### config.mk
export PLATFORM = sky130hd
export DESIGN_NAME = m_bp_update_queue
export DESIGN_NICKNAME = d
export VERILOG_FILES = /design/src/rtl/m_bp_update_queue_pkg.sv /design/src/rtl/m_bpq_ring.sv /design/src/rtl/m_bp_update_queue.sv
export SDC_FILE = /design/constraint.sdc
export NUM_CORES = 1
export LEC_CHECK = 0
export ABC_AREA = 1
export CAP_MARGIN = 0
export CORE_MARGIN = 3
export CORE_UTILIZATION = 50
export DETAILED_ROUTE_END_ITERATION = 10
export HOLD_SLACK_MARGIN = 0.15
export PLACE_DENSITY = 0.84
export SYNTH_ARGS = -nofsm -noshare
export SYNTH_HDL_FRONTEND = slang
export SYNTH_SLANG_ARGS = --single-unit
### constraint.sdc
create_clock -name w_clock -period 2.35 [get_ports w_clock]
set_clock_uncertainty 0.15 [all_clocks]
set_input_delay 0.705 -clock w_clock [delete_from_list [all_inputs] [get_ports w_clock]]
set_output_delay 0.705 -clock w_clock [all_outputs]
set_load 0.01 [all_outputs]
### src/rtl/m_bp_update_queue_pkg.sv
// Shared definitions for the bimodal predictor update queue: table geometry
// and the bit layout of one queued prediction entry {idx, pred}.
package m_bp_update_queue_pkg;

  localparam int BP_IDX_W = 5;   // 32-entry predictor table
  localparam int BP_CNT_W = 2;   // 2-bit saturating counters in the table

  // Entry layout: idx at [IDX_W:1], predicted direction at [0]
  localparam int ENT_PRED_BIT = 0;
  localparam int ENT_IDX_LSB  = 1;

endpackage

### src/rtl/m_bpq_ring.sv
// Storage for in-flight predictions: DEPTH x (IDX_W+1) registers, one write
// port at the tail pointer and a combinational read at the head pointer.
module m_bpq_ring #(
  parameter int DEPTH = 4,
  parameter int IDX_W = 5,
  localparam int PTR_W = $clog2(DEPTH)
) (
  input  logic             clock,
  input  logic             we,
  input  logic [PTR_W-1:0] wr_ptr,
  input  logic [IDX_W:0]   wr_data,
  input  logic [PTR_W-1:0] rd_ptr,
  output logic [IDX_W:0]   rd_data
);

  logic [DEPTH-1:0][IDX_W:0] mem;

  // Storage is deliberately not reset; validity is tracked by the parent's count
  always_ff @(posedge clock) begin
    if (we) mem[wr_ptr] <= wr_data;
  end

  assign rd_data = mem[rd_ptr];

endmodule

### src/rtl/m_bp_update_queue.sv
// Update side of the bimodal predictor: queues fetch predictions in order,
// pops on resolve, drives the table write port and flushes on mispredict.
// Optional BPQ_STATS_EN adds 16-bit saturating hit/miss counters.
module m_bp_update_queue
  import m_bp_update_queue_pkg::*;
#(
  parameter int DEPTH = 4,
  parameter int IDX_W = BP_IDX_W,
  localparam int PTR_W = $clog2(DEPTH),
  localparam int CNT_W = $clog2(DEPTH) + 1
) (
  input  logic             w_clock,
  input  logic             w_reset,
  input  logic             w_enq,
  input  logic [IDX_W-1:0] w_enq_idx,
  input  logic             w_enq_pred,
  output logic             w_full,
  output logic [CNT_W-1:0] w_count,
  input  logic             w_res_valid,
  input  logic             w_res_taken,
  output logic             w_we,
  output logic [IDX_W-1:0] w_wa,
  output logic             w_token,
  output logic             w_mispredict,
  output logic             w_underflow
`ifdef BPQ_STATS_EN
  ,
  output logic [15:0]      w_stat_hits,
  output logic [15:0]      w_stat_misses
`endif
);

  logic [PTR_W-1:0] head, tail;
  logic [CNT_W-1:0] count;
  logic [IDX_W:0]   head_ent;
  logic             head_pred;
  logic [IDX_W-1:0] head_idx;
  logic             deq, mis, enq_ok;

  assign head_pred = head_ent[ENT_PRED_BIT];
  assign head_idx  = head_ent[IDX_W:ENT_IDX_LSB];

  assign w_full  = (count == CNT_W'(DEPTH));
  assign w_count = count;

  assign deq    = w_res_valid && (count != '0);
  assign mis    = deq && (head_pred != w_res_taken);
  // A mispredict puts everything younger on the wrong path, including this cycle's fetch
  assign enq_ok = w_enq && (!w_full || deq) && !mis;

  m_bpq_ring #(.DEPTH(DEPTH), .IDX_W(IDX_W)) u_ring (
    .clock  (w_clock),
    .we     (enq_ok),
    .wr_ptr (tail),
    .wr_data({w_enq_idx, w_enq_pred}),
    .rd_ptr (head),
    .rd_data(head_ent)
  );

  always_ff @(posedge w_clock or posedge w_reset) begin
    if (w_reset) begin
      head  <= '0;
      tail  <= '0;
      count <= '0;
    end else if (mis) begin
      head  <= '0;
      tail  <= '0;
      count <= '0;
    end else begin
      if (deq)    head <= head + PTR_W'(1);
      if (enq_ok) tail <= tail + PTR_W'(1);
      case ({enq_ok, deq})
        2'b10:   count <= count + CNT_W'(1);
        2'b01:   count <= count - CNT_W'(1);
        default: count <= count;
      endcase
    end
  end

  always_ff @(posedge w_clock or posedge w_reset) begin
    if (w_reset) begin
      w_we         <= 1'b0;
      w_wa         <= '0;
      w_token      <= 1'b0;
      w_mispredict <= 1'b0;
      w_underflow  <= 1'b0;
    end else begin
      w_we         <= deq;
      w_mispredict <= mis;
      w_underflow  <= w_res_valid && (count == '0);
      if (deq) begin
        w_wa    <= head_idx;
        w_token <= w_res_taken;
      end
    end
  end

`ifdef BPQ_STATS_EN
  always_ff @(posedge w_clock or posedge w_reset) begin
    if (w_reset) begin
      w_stat_hits   <= '0;
      w_stat_misses <= '0;
    end else begin
      if (deq && !mis && (w_stat_hits != 16'hFFFF))  w_stat_hits   <= w_stat_hits + 16'd1;
      if (mis && (w_stat_misses != 16'hFFFF))        w_stat_misses <= w_stat_misses + 16'd1;
    end
  end
`endif

endmodule

Word-level counts from Yosys, hierarchy flattened:

Index checks and enable logic that the tools add are counted.

* register bits after elaboration: 40
* bits of input ports: 11
* output and inout port bits: 13

* equal/unequal tests: 4
* reduce and logical (&&, ||, !) cells: 14
* add/sub/neg operators: 4
* multiplexer cells: 11
* magnitude comparators: 3

Operators by type and width (number)
* $bwmux W24: 1
* $bmux W6 S2: 1
* $demux W6 S2: 1
* $mux W6: 2
* $mux W2: 4
* $logic_and A1 B1 Y1: 6
* $lt A2 B3 Y1 const B: 2
* $pmux W3 S2: 1
* $reduce_bool A3 Y1: 2
* $add A2 B1 Y2 const B: 2
* $reduce_bool A2 Y1: 2
* $add A3 B1 Y3 const B: 1
* $eq A3 B3 Y1 const B: 1
* $logic_not A3 Y1: 1
* $mux W3: 1
* $sub A3 B1 Y3 const B: 1
* $eq A2 B1 Y1 const B: 1
* $eq A2 B2 Y1 const B: 1
* $ge A2 B1 Y1 const B: 1
* $logic_not A1 Y1: 2
* $logic_or A1 B1 Y1: 1
* $ne A1 B1 Y1: 1

Logic depth before layout (Yosys ltp):

Gate-level depths: netlist of the first run.

* depth after elaboration: 9
* gate-level depth with buffers: 14

By module:

A second synthesis of the first run with hierarchy kept.

* cell total of the unflattened synthesis: 191
* area, all modules: 1836.8 um^2

Modules (own cells, without submodules)
* m_bpq_ring: times used 1, cells each 101, area each 1041.0 um^2
* m_bp_update_queue: times used 1, cells each 90, area each 795.8 um^2

Worst setup path before layout of the first run:

No wires, ideal clock.

* path type: input -> register
* start point: input w_res_taken
* end point: register count[2], in the netlist w_count[2]
* path slack: 0.314 ns
* setup time: 0.116 ns
* stages on the path: 10
* required time: 2.084 ns
* data arrival time: 1.769 ns
* cells stage by stage: nand3_1 nand2_2 a21oi_4 fa_1 xnor2_1 inv_1 nand2_1 nand2_1 nand2_1 nand2_1

* cells in the longest elaborated chain, start to end: 7
* elaborated cells on any way between the ends: 9
* classes of those cells: eq/ne: 3; mux: 2; reduce/logical: 4

RTL lines
* start: declaration: line m_bp_update_queue.sv:20 `input logic w_res_taken,`
* $ne A1 B1 Y1 *: line m_bp_update_queue.sv:47 `assign mis = deq && (head_pred != w_res_taken);`
* $logic_and A1 B1 Y1 *: line m_bp_update_queue.sv:47
* $logic_not A1 Y1: line m_bp_update_queue.sv:49 `assign enq_ok = w_enq && (!w_full || deq) && !mis;`
* $logic_and A1 B1 Y1: line m_bp_update_queue.sv:49
* $eq A2 B1 Y1 or $eq A2 B2 Y1 (tied branches): line m_bp_update_queue.sv:72 `case ({enq_ok, deq})`
* $pmux W3 S2: line m_bp_update_queue.sv:72
* $mux W3: line m_bp_update_queue.sv:65 `end else if (mis) begin`
* end signal: assignment: line m_bp_update_queue.sv:73 `2'b10: count <= count + CNT_W'(1);`
* end signal: assignment: line m_bp_update_queue.sv:74 `2'b01: count <= count - CNT_W'(1);`
* end signal: assignment: line m_bp_update_queue.sv:75 `default: count <= count;`
* end: declaration: line m_bp_update_queue.sv:34 `logic [CNT_W-1:0] count;`

Every way passes the cells marked *; elsewhere a longest branch is shown, timed or not.
A chain may end at the register's enable or synchronous reset.

Final worst setup path of the first run:

Same ends and word-level chain as after synthesis.

==> results of run 1 <==
## per-stage QoR
stage	total power, mW	instance area, um^2	TNS (ps)
after floorplan	1.729	1725	0
after global placement	2.168	2118	-2439
after detailed placement	2.220	2118	-3184
after CTS	2.574	2186	0
after global routing	2.779	2196	-15.25
final	2.593	2196	0
## cell families (layout without fill, tap and decap cells)
family,Yosys count,count (layout),synth area share
adder cells (fa/ha/maj),5,5,0.04061
XOR/XNOR,2,2,0.01015
AO/OA/AOI/OAI,20,20,0.07180
AND/OR/NAND/NOR,68,68,0.1748
buffers and inverters,24,70,0.05293
flip-flops,40,40,0.6497
## state kept, by name, indices dropped and copies added, names as in the netlist
| register | flops |
|---|---|
| u_ring.mem | 24 |
| head | 2 |
| w_token | 1 |
| w_wa | 5 |
| w_underflow | 1 |
| w_we | 1 |
| w_mispredict | 1 |
| tail | 2 |
| w_count | 3 |
## where the power goes
part	switching [mW]	total, mW	internal, mW
clock network	0.217	0.333	0.117
logic	0.644	1.19	0.547
registers	0.118	1.07	0.951
total	0.979	2.59	1.61
## cells in the final DEF, fill, tap and decap left out
master            n
ha_1              4
nor2_4            2
inv_4             2
o21ai_0          12
nand3_1           7
fa_1              1
clkinv_2          1
clkdlybuf4s50_1  22
buf_4            18
clkbuf_1          1
nand2_2           4
a31oi_1           5
inv_2             3
nor2_1           31
a21oi_4           1
inv_1            17
dfrtp_1          15
dfrtp_2           1
o21ai_2           1
nand3_2           2
clkbuf_4          5
xor2_1            1
xnor2_2           1
o31ai_1           1
dlygate4sd2_1     1
edfxtp_1         24
nand2_1          22
## worst paths after layout
kind	from	endpoint	slack, ps
setup / recovery	w_res_taken	w_count[2]$_DFFE_PP0P_	50
hold / removal	w_token$_DFFE_PP0N_	w_token$_DFFE_PP0N_	350
setup reg to reg	head[1]$_DFFE_PP0P_	w_count[2]$_DFFE_PP0P_	120
hold reg to reg	w_token$_DFFE_PP0N_	w_token$_DFFE_PP0N_	350
max in group asynchronous	w_reset	w_count[2]$_DFFE_PP0P_	1070
min in group asynchronous	w_reset	head[1]$_DFFE_PP0P_	560
## critical path, delay by kind of cell
family                   cells  cell delay [ps]
AO/OA/AOI/OAI                1               60
buffers and inverters        2              540
adder cells (fa/ha/maj)      1              410
XOR/XNOR                     1              210
AND/OR/NAND/NOR              6              480
## area by class of cell
class	count	area, um^2
fillers	214	982.2
clock buffers	6	41.29
repair buffers	41	364.1
clock inverters	2	11.26
flip-flops and latches	40	1122
inverters	21	81.33
well taps	44	55.05
multi-input cells	95	520.5
## timing repair
action,4_1_cts,5_1_grt
hold endpoints to repair,0,0
setup buffers,2,0
setup endpoints to repair,1,1
hold buffers,0,0
resized for setup,2,2
## per-layer routing
layer	track usage	vias to the layer above
met5	0	-
met4	0.08971	0
met3	0.05199	11
met2	0.2822	40
met1	0.2149	601
li1	-	608
==> out/results.txt, run 1 <==
crit path cell chain: clkdlybuf4s50_1 > nand3_1 > nand2_2 > a21oi_4 > fa_1 > xnor2_2 > inv_1 > nand2_1 > nand2_1 > nand2_1 > nand2_1
Routed Antenna Nets: 0
crit-path max cell delay: 480 ps
Worst Tran Pin Value: 593.1 ps
Netlist Area Pre-Place: 1725 um^2
Hold Path Depth: 2
final core occ: 0.6909
WL met1: 1466 um
metal2 WL: 1600 um
most frequent CP cell: nand2_1
fin worst setup slack: 45.32 ps
Clock Path Buffers: 2
async set or reset register ratio after synthesis: 0.4000
Synth cell types: 21
outcome: finished, final reports clean
DP Worst Slack: -294.9 ps
TritonCTS Buffers: 5
root buffer cell: clkbuf_4
max-cap violations: 0
Placed Cells: 239
CTS tree: built
# H-tree levels: 2
area share of the largest cell type after synthesis: 0.4177
Worst EP required: 2450 ps
nets: 220
Starting Density: 0.5429
Slew HR: 0.6042
Area Growth Syn to Fin: 27.27%
vias post-DR: 1,260
Final Hold Fails: 0
Setup crit end kind: register
# DRC: 0
Crit Path Class: input port to register
Final setup viols: 0
Synth top cells by count: nor2_1, edfxtp_1, nand2_1
most common cell in the netlist: nor2_1
Synth area leaders: edfxtp_1, dfrtp_1, nor2_1, nand2_1, inv_1
hpwl dp: 2411 um
met3 wire len: 187 um
max-slew violations: 0
CORE AREA: 3178 um^2
first-pass GRT wire length: 5457 um
power per standard cell area: 1181 nW/um^2
Syn Area/Cell: 10.85 um^2
Routed wire per std cell: 13.44 um
sequential area share after synthesis: 0.6497
Top Ports: 24
Detailed Route WL: 3346 um
Rows: 20
final hold slack: 351.4 ps
peak supply drop: 0.4879 mV
highest metal used: met4
vias per cell: 5.060
Max Fclk: 433.9 MHz
top_reg_cell synth: edfxtp_1
post-layout minimum cycle time: 2305 ps
Synth Instances: 159
ANT cells: 0
Skew-Pair Late Insertion Delay: 340 ps
largest net degree at the start of global routing: 17
Die Area: 4192 um^2
initial antenna violation count: 0
syn_nets: 175
CP startpoint kind: input port
Leakage: 0.9564 nW
drt pass-1 iters: 4
GRT Residual Overflow: 0
CP Max Fanout: 2
PortBufs: 23
Die H: 64.75 um
gpl congestion: 0.7810
vias in the first global route: 1,212
total track usage: 0.1759
First DRT Iteration DRCs: 72
largest area contributor in the netlist: edfxtp_1
layout cells sized above 1: 0.2000
FF+latch count, synth: 40
Yosys warnings: 0
Final Cycle Share: 0.9807
R2R cell count: 13
post-route insts no fill: 249
Die Span X: 64.75 um
Post-synth EDFFs: 24
Worst Hold Class: register to register
Slowest-stage cell, CP: clkdlybuf4s50_1
Arr. time, crit path: 2400 ps
Clock Sinks: 40
Reg clk slew, reported paths: 120 ps
(Power assumes the default switching activity.)
==> run 2: changes to the inputs <==
Settings changed: CORE_MARGIN 3 to 5, SLEW_MARGIN from default to 30.
==> run 2 against run 1 <==
Compared with the run above: flip-flop and latch count stayed put; sequential power about the same; cell area shrank 0.85%; first-iteration DRC count fell by 38%; core utilization down 3.9 points; largest power group unchanged.
==> out/results.txt, run 2 (synthesized netlist as in run 1, its figures left out) <==
Biggest register: u_ring.mem (unchanged)
final hold slack: 359.1 ps (was 351.4 ps)
Final Cycle Share: 0.9613 (was 0.9807)
Area Growth Syn to Fin: 26.18% (was 27.27%)
total track usage: 0.1689 (was 0.1759)
vias per cell: 4.844 (was 5.060)
post-route insts no fill: 250 (was 249)
Routed Antenna Nets: 0 (unchanged)
CP startpoint kind: input port (unchanged)
drt pass-1 iters: 5 (was 4)
commonest non-fill, non-tap cells in the layout: nor2_1, edfxtp_1, nand2_1, clkdlybuf4s50_1 (was nor2_1, edfxtp_1, nand2_1, clkdlybuf4s50_1, buf_4)
Power Internal: 1.603 mW (was 1.614 mW)
vias post-DR: 1,211 (was 1,260)
nets: 219 (was 220)
Detailed Route WL: 3215 um (was 3346 um)
hpwl dp: 2437 um (was 2411 um)
P_sw: 929.9 uW (was 979.2 uW)
layout cells sized above 1: 0.1814 (was 0.2000)
Die H: 68.75 um (was 64.75 um)
Die Span X: 68.75 um (was 64.75 um)
Crit path max-delay family: buffers and inverters (unchanged)
first-pass GRT wire length: 5733 um (was 5457 um)
initial antenna violation count: 0 (unchanged)
Final Hold Fails: 0 (unchanged)
area of the multi-input gates: 513.0 um^2 (was 520.5 um^2)
Slowest-stage cell, CP: clkdlybuf4s50_1 (unchanged)
# DRC: 0 (unchanged)
Final setup viols: 0 (unchanged)
clock share of power: 0.127 (was 0.129)
GRT Residual Overflow: 0 (unchanged)
Skew-Pair Late Insertion Delay: 340 ps (about the same)
Largest register FFs: 24 (unchanged)
Reg clk slew, reported paths: 120 ps (about the same)
unrepaired setup endpoints after global routing: false
largest net degree at the start of global routing: 17 (unchanged)
Switching Fraction: 0.3672 (was 0.3776)
Worst Hold Class: register to register (unchanged)
power per standard cell area: 1163 nW/um^2 (was 1181 nW/um^2)
WP buf/inv: 2 (unchanged)
Top Ports: 24 (unchanged)
First DRT Iteration DRCs: 45 (was 72)
peak supply drop: 0.4590 mV (was 0.4879 mV)
ANT cells: 0 (unchanged)
Setup crit end kind: register (unchanged)
fin worst setup slack: 91.00 ps (was 45.32 ps)
Worst Tran Pin Value: 582.6 ps (was 593.1 ps)
Die Area: 4726 um^2 (was 4192 um^2)
Clock Sinks: 40 (unchanged)
CORE AREA: 3337 um^2 (was 3178 um^2)
outcome: finished, final reports clean (unchanged)
Crit Path Class: input port to register (unchanged)
Max Fclk: 442.7 MHz (was 433.9 MHz)
max-cap violations: 0 (unchanged)
CTS tree: built (unchanged)
share of total power in combinational logic: 0.454 (was 0.459)
Routed wire per std cell: 12.86 um (was 13.44 um)
Worst EP required: 2440 ps (was 2450 ps)
Leakage: 0.9451 nW (was 0.9564 nW)
max-slew violations: 0 (unchanged)
crit-path max cell delay: 510 ps (was 480 ps)
Rows: 21 (was 20)
register share of total power: 0.419 (was 0.412)
Placed Cells: 240 (was 239)
CP Max Fanout: 2 (unchanged)
vias in the first global route: 1,322 (was 1,212)
crit path cell chain: clkdlybuf4s50_1 > nand3_1 > nand2_2 > a21oi_4 > fa_1 > xnor2_1 > inv_1 > nand2_1 > nand2_1 > nand2_1 > nand2_1 (was clkdlybuf4s50_1 > nand3_1 > nand2_2 > a21oi_4 > fa_1 > xnor2_2 > inv_1 > nand2_1 > nand2_1 > nand2_1 > nand2_1)
most frequent CP cell: nand2_1 (unchanged)
root buffer cell: clkbuf_4 (unchanged)
post-layout minimum cycle time: 2259 ps (was 2305 ps)
Post-CTS Hold Buffers: 0 (unchanged)
PortBufs: 23 (unchanged)
Arr. time, crit path: 2350 ps (was 2400 ps)
most common cell after layout, fill and taps aside: nor2_1 (unchanged)
Slew HR: 0.6112 (was 0.6042)
Starting Density: 0.5171 (was 0.5429)
Seq. cell area: 1121 um^2 (was 1122 um^2)
gpl congestion: 0.8591 (was 0.7810)
fillers: 258 (was 214)
TritonCTS Buffers: 5 (unchanged)
# H-tree levels: 2 (unchanged)
Clock Path Buffers: 2 (unchanged)
DP Worst Slack: -261.5 ps (was -294.9 ps)
[run 2: cell types whose count changed in the layout (fill, tap and decap cells not counted), sizes merged]
cell and change:
buf -1, clkbuf +1, inv -1
[run 2: routing by layer]
| layer | GRT usage | vias to the layer above | part of all wire |
|---|---|---|---|
| li1 | - | 610 | - |
| met1 | 0.2015 | 561 | 0.47 |
| met2 | 0.2610 | 32 | 0.46 |
| met3 | 0.06159 | 8 | 0.046 |
| met4 | 0.09976 | 0 | 0.026 |
| met5 | 0 | - | 0 |
[run 2: final cells by class]
type | count | share of cell area
clock buffer | 7 | 0.02069
clock inverter | 1 | 0.002299
inverter | 21 | 0.03621
multi-input combinational | 95 | 0.2356
sequential | 40 | 0.5149
tap | 46 | 0.02644
timing repair buffer | 40 | 0.1638
[run 2: timing repair]
| item | CTS | global route |
|---|---|---|
| setup endpoints to repair | 1 | 0 |
| setup buffers | 2 | 0 |
| gates resized for setup | 1 | 0 |
[run 2: final timing paths]
kind                                           from                      to  slack [ps]  cells after the start
worst max-delay path                    w_res_taken  w_count[2]$_DFFE_PP0P_          90                     11
worst min-delay path            w_token$_DFFE_PP0N_     w_token$_DFFE_PP0N_         360                      2
worst max register to register  head[0]$_DFFE_PP0P_  w_count[2]$_DFFE_PP0P_         210                     13
worst min register to register  w_token$_DFFE_PP0N_     w_token$_DFFE_PP0N_         360                      2
max in group asynchronous                   w_reset     w_wa[4]$_DFFE_PP0N_        1100                      2
min in group asynchronous                   w_reset     w_token$_DFFE_PP0N_         560                      2
[run 2: tightest hold or removal path, cell delays in order, from the launching register on]
cell and delay [ps]:
dfrtp_1 370, nand2_1 50, o21ai_0 60
[run 2: power groups by stage]
| stage | clock network, mW | registers, mW | logic (mW) |
|---|---|---|---|
| 2_1_floorplan | 0 | 1.11 | 0.617 |
| 3_3_place_gp | 0 | 1.08 | 1.08 |
| 3_5_place_dp | 0 | 1.10 | 1.12 |
| 4_1_cts | 0.334 | 1.07 | 1.16 |
| 5_1_grt | 0.368 | 1.09 | 1.31 |
| 6_report | 0.321 | 1.06 | 1.15 |
[run 2: stage by stage]
step / power (mW) / area, um^2 / utilization / TNS [ps]
2_1_floorplan: 1.729 / 1725 / - / 0
3_3_place_gp: 2.159 / 2113 / 0.6333 / -1942
3_5_place_dp: 2.218 / 2113 / 0.6333 / -2746
4_1_cts: 2.565 / 2177 / 0.6524 / 0
5_1_grt: 2.764 / 2177 / 0.6524 / 0
6_report: 2.532 / 2177 / 0.6524 / 0
==> run 3: changes to the inputs <==
Settings changed: CORE_MARGIN 5 to 10, CORE_UTILIZATION 50 to 53, PLACE_DENSITY 0.84 to 0.88.
==> run 3 against run 2 <==
Compared with the run above: sequential power about the same; highest routed layer unchanged; global-route usage down 4.1 points; largest power group unchanged; fmax down 0.86%.
==> out/results.txt, run 3 (synthesized netlist as in run 1, its figures left out) <==
fin worst setup slack: 71.36 ps (was 91.00 ps)
Leakage: 0.9684 nW (was 0.9451 nW)
Final Cycle Share: 0.9696 (was 0.9613)
Rows: 20 (was 21)
Final Hold Fails: 0 (unchanged)
Worst Hold Class: register to register (unchanged)
Reg clk slew, reported paths: 120 ps (about the same)
vias post-DR: 1,265 (was 1,211)
Skew-Pair Late Insertion Delay: 360 ps (was 340 ps)
Die Span X: 77.06 um (was 68.75 um)
Hold Path Depth: 2 (unchanged)
Seq. cell area: 1124 um^2 (was 1121 um^2)
root buffer cell: clkbuf_4 (unchanged)
Slew HR: 0.5994 (was 0.6112)
Worst EP required: 1490 ps (was 2440 ps)
peak supply drop: 0.5352 mV (was 0.4590 mV)
Clock Sinks: 40 (unchanged)
First DRT Iteration DRCs: 94 (was 45)
fin area: 2240 um^2 (was 2177 um^2)
final core occ: 0.7276 (was 0.6524)
nets: 219 (unchanged)
Crit Path Class: register to output port (was input port to register)
Placed Cells: 238 (was 240)
post-layout minimum cycle time: 2279 ps (was 2259 ps)
largest net degree at the start of global routing: 17 (unchanged)
Detailed Route WL: 3792 um (was 3215 um)
# H-tree levels: 2 (unchanged)
Die Area: 5937 um^2 (was 4726 um^2)
Largest register FFs: 24 (unchanged)
Setup crit end kind: output port (was register)
max-cap violations: 0 (unchanged)
Max Fclk: 438.9 MHz (was 442.7 MHz)
placed cell area: 2111 um^2 (was 2113 um^2)
drt pass-1 iters: 4 (was 5)
CORE AREA: 3078 um^2 (was 3337 um^2)
worst setup path start: w_count[0]$_DFFE_PP0P_ (was w_res_taken)
Starting Density: 0.5606 (was 0.5171)
commonest non-fill, non-tap cells in the layout: nor2_1, edfxtp_1, nand2_1, clkdlybuf4s50_1, inv_1 (was nor2_1, edfxtp_1, nand2_1, clkdlybuf4s50_1)
vias per cell: 5.101 (was 4.844)
first-pass GRT wire length: 6037 um (was 5733 um)
fillers: 206 (was 258)
gpl congestion: 0.8063 (was 0.8591)
Post-CTS Hold Buffers: 0 (unchanged)
Top Ports: 24 (unchanged)
CTS tree: built (unchanged)
area of the multi-input gates: 523.0 um^2 (was 513.0 um^2)
DP Worst Slack: -275.2 ps (was -261.5 ps)
PortBufs: 23 (unchanged)
Routed Antenna Nets: 0 (unchanged)
total track usage: 0.1278 (was 0.1689)
Worst Tran Pin Value: 600.2 ps (was 582.6 ps)
Arr. time, crit path: 1420 ps (was 2350 ps)
Final setup viols: 0 (unchanged)
most common cell after layout, fill and taps aside: nor2_1 (unchanged)
CP startpoint kind: register (was input port)
GRT Residual Overflow: 0 (unchanged)
Area Growth Syn to Fin: 29.80% (was 26.18%)
layout cells sized above 1: 0.2059 (was 0.1814)
vias in the first global route: 1,292 (was 1,322)
R2R Setup Slk: 170 ps (was 210 ps)
Biggest register: u_ring.mem (unchanged)
Die H: 77.06 um (was 68.75 um)
RR Startpoint: head[0]$_DFFE_PP0P_ (unchanged)
initial antenna violation count: 0 (unchanged)
power per standard cell area: 1260 nW/um^2 (was 1163 nW/um^2)
R2R cell count: 14 (was 13)
crit path to: w_count[0] (was w_count[2]$_DFFE_PP0P_)
ANT cells: 0 (unchanged)
outcome: finished, final reports clean (unchanged)
hpwl dp: 2713 um (was 2437 um)
post-route insts no fill: 248 (was 250)
setup tns final: 0 ps (unchanged)
max-slew violations: 0 (unchanged)
R2R Path End: w_count[2]$_DFFE_PP0P_ (unchanged)
Routed wire per std cell: 15.29 um (was 12.86 um)
Clock Path Buffers: 2 (unchanged)
CP Max Fanout: 3 (was 2)
TritonCTS Buffers: 5 (unchanged)
# DRC: 0 (unchanged)
[run 3: critical path, cell delays in order, from the launching register on]
cell             delay [ps]
dfrtp_1                 380
buf_4                   140
clkdlybuf4s50_1         540
[run 3: power breakdown]
group          switching, mW  internal [mW]  leakage [nW]
clock                  0.228          0.289        0.0506
combinational          0.666          0.558         0.507
sequential             0.126          0.953         0.411
[run 3: repair_timing]
item                       4_1_cts  5_1_grt
setup endpoints to repair        1        1
pin swaps                        0        2
cloned                           0        0
buffers inserted                 2        0
gates resized for setup          2        5
[run 3: worst min-delay path by stage]
stage                     endpoint                     from  slack [ps]
2_1_floorplan  w_wa[0]$_DFFE_PP0N_  u_ring.mem[7]$_DFFE_PP_         360
3_3_place_gp   w_token$_DFFE_PP0N_      w_token$_DFFE_PP0N_         340
3_5_place_dp   w_token$_DFFE_PP0N_      w_token$_DFFE_PP0N_         330
4_1_cts        w_token$_DFFE_PP0N_      w_token$_DFFE_PP0N_         360
5_1_grt        w_token$_DFFE_PP0N_      w_token$_DFFE_PP0N_         440
6_report       w_token$_DFFE_PP0N_      w_token$_DFFE_PP0N_         410
[run 3: stage by stage]
stage | power (mW) | hold slack (ps)
global placement | 2.172 | 341.7
detailed placement | 2.248 | 327.7
floorplan | 1.729 | 355.9
global route | 3.025 | 440.0
finish | 2.821 | 409.1
CTS | 2.801 | 356.1
[run 3: per-layer routing]
layer	GRT usage	share of wire	up-vias
met2	0.2184	0.50	40
met4	0.06387	0.026	0
li1	-	-	606
met5	0	0	-
met3	0.04545	0.052	9
met1	0.1364	0.42	610
[run 3: area by class of cell]
| class | instances | share of cell area |
|---|---|---|
| multi-input combinational | 95 | 0.2335 |
| clock buffer | 7 | 0.02961 |
| clock inverter | 1 | 0.01341 |
| timing repair buffer | 40 | 0.1609 |
| tap | 44 | 0.02458 |
| sequential | 40 | 0.5017 |
| inverter | 21 | 0.03631 |
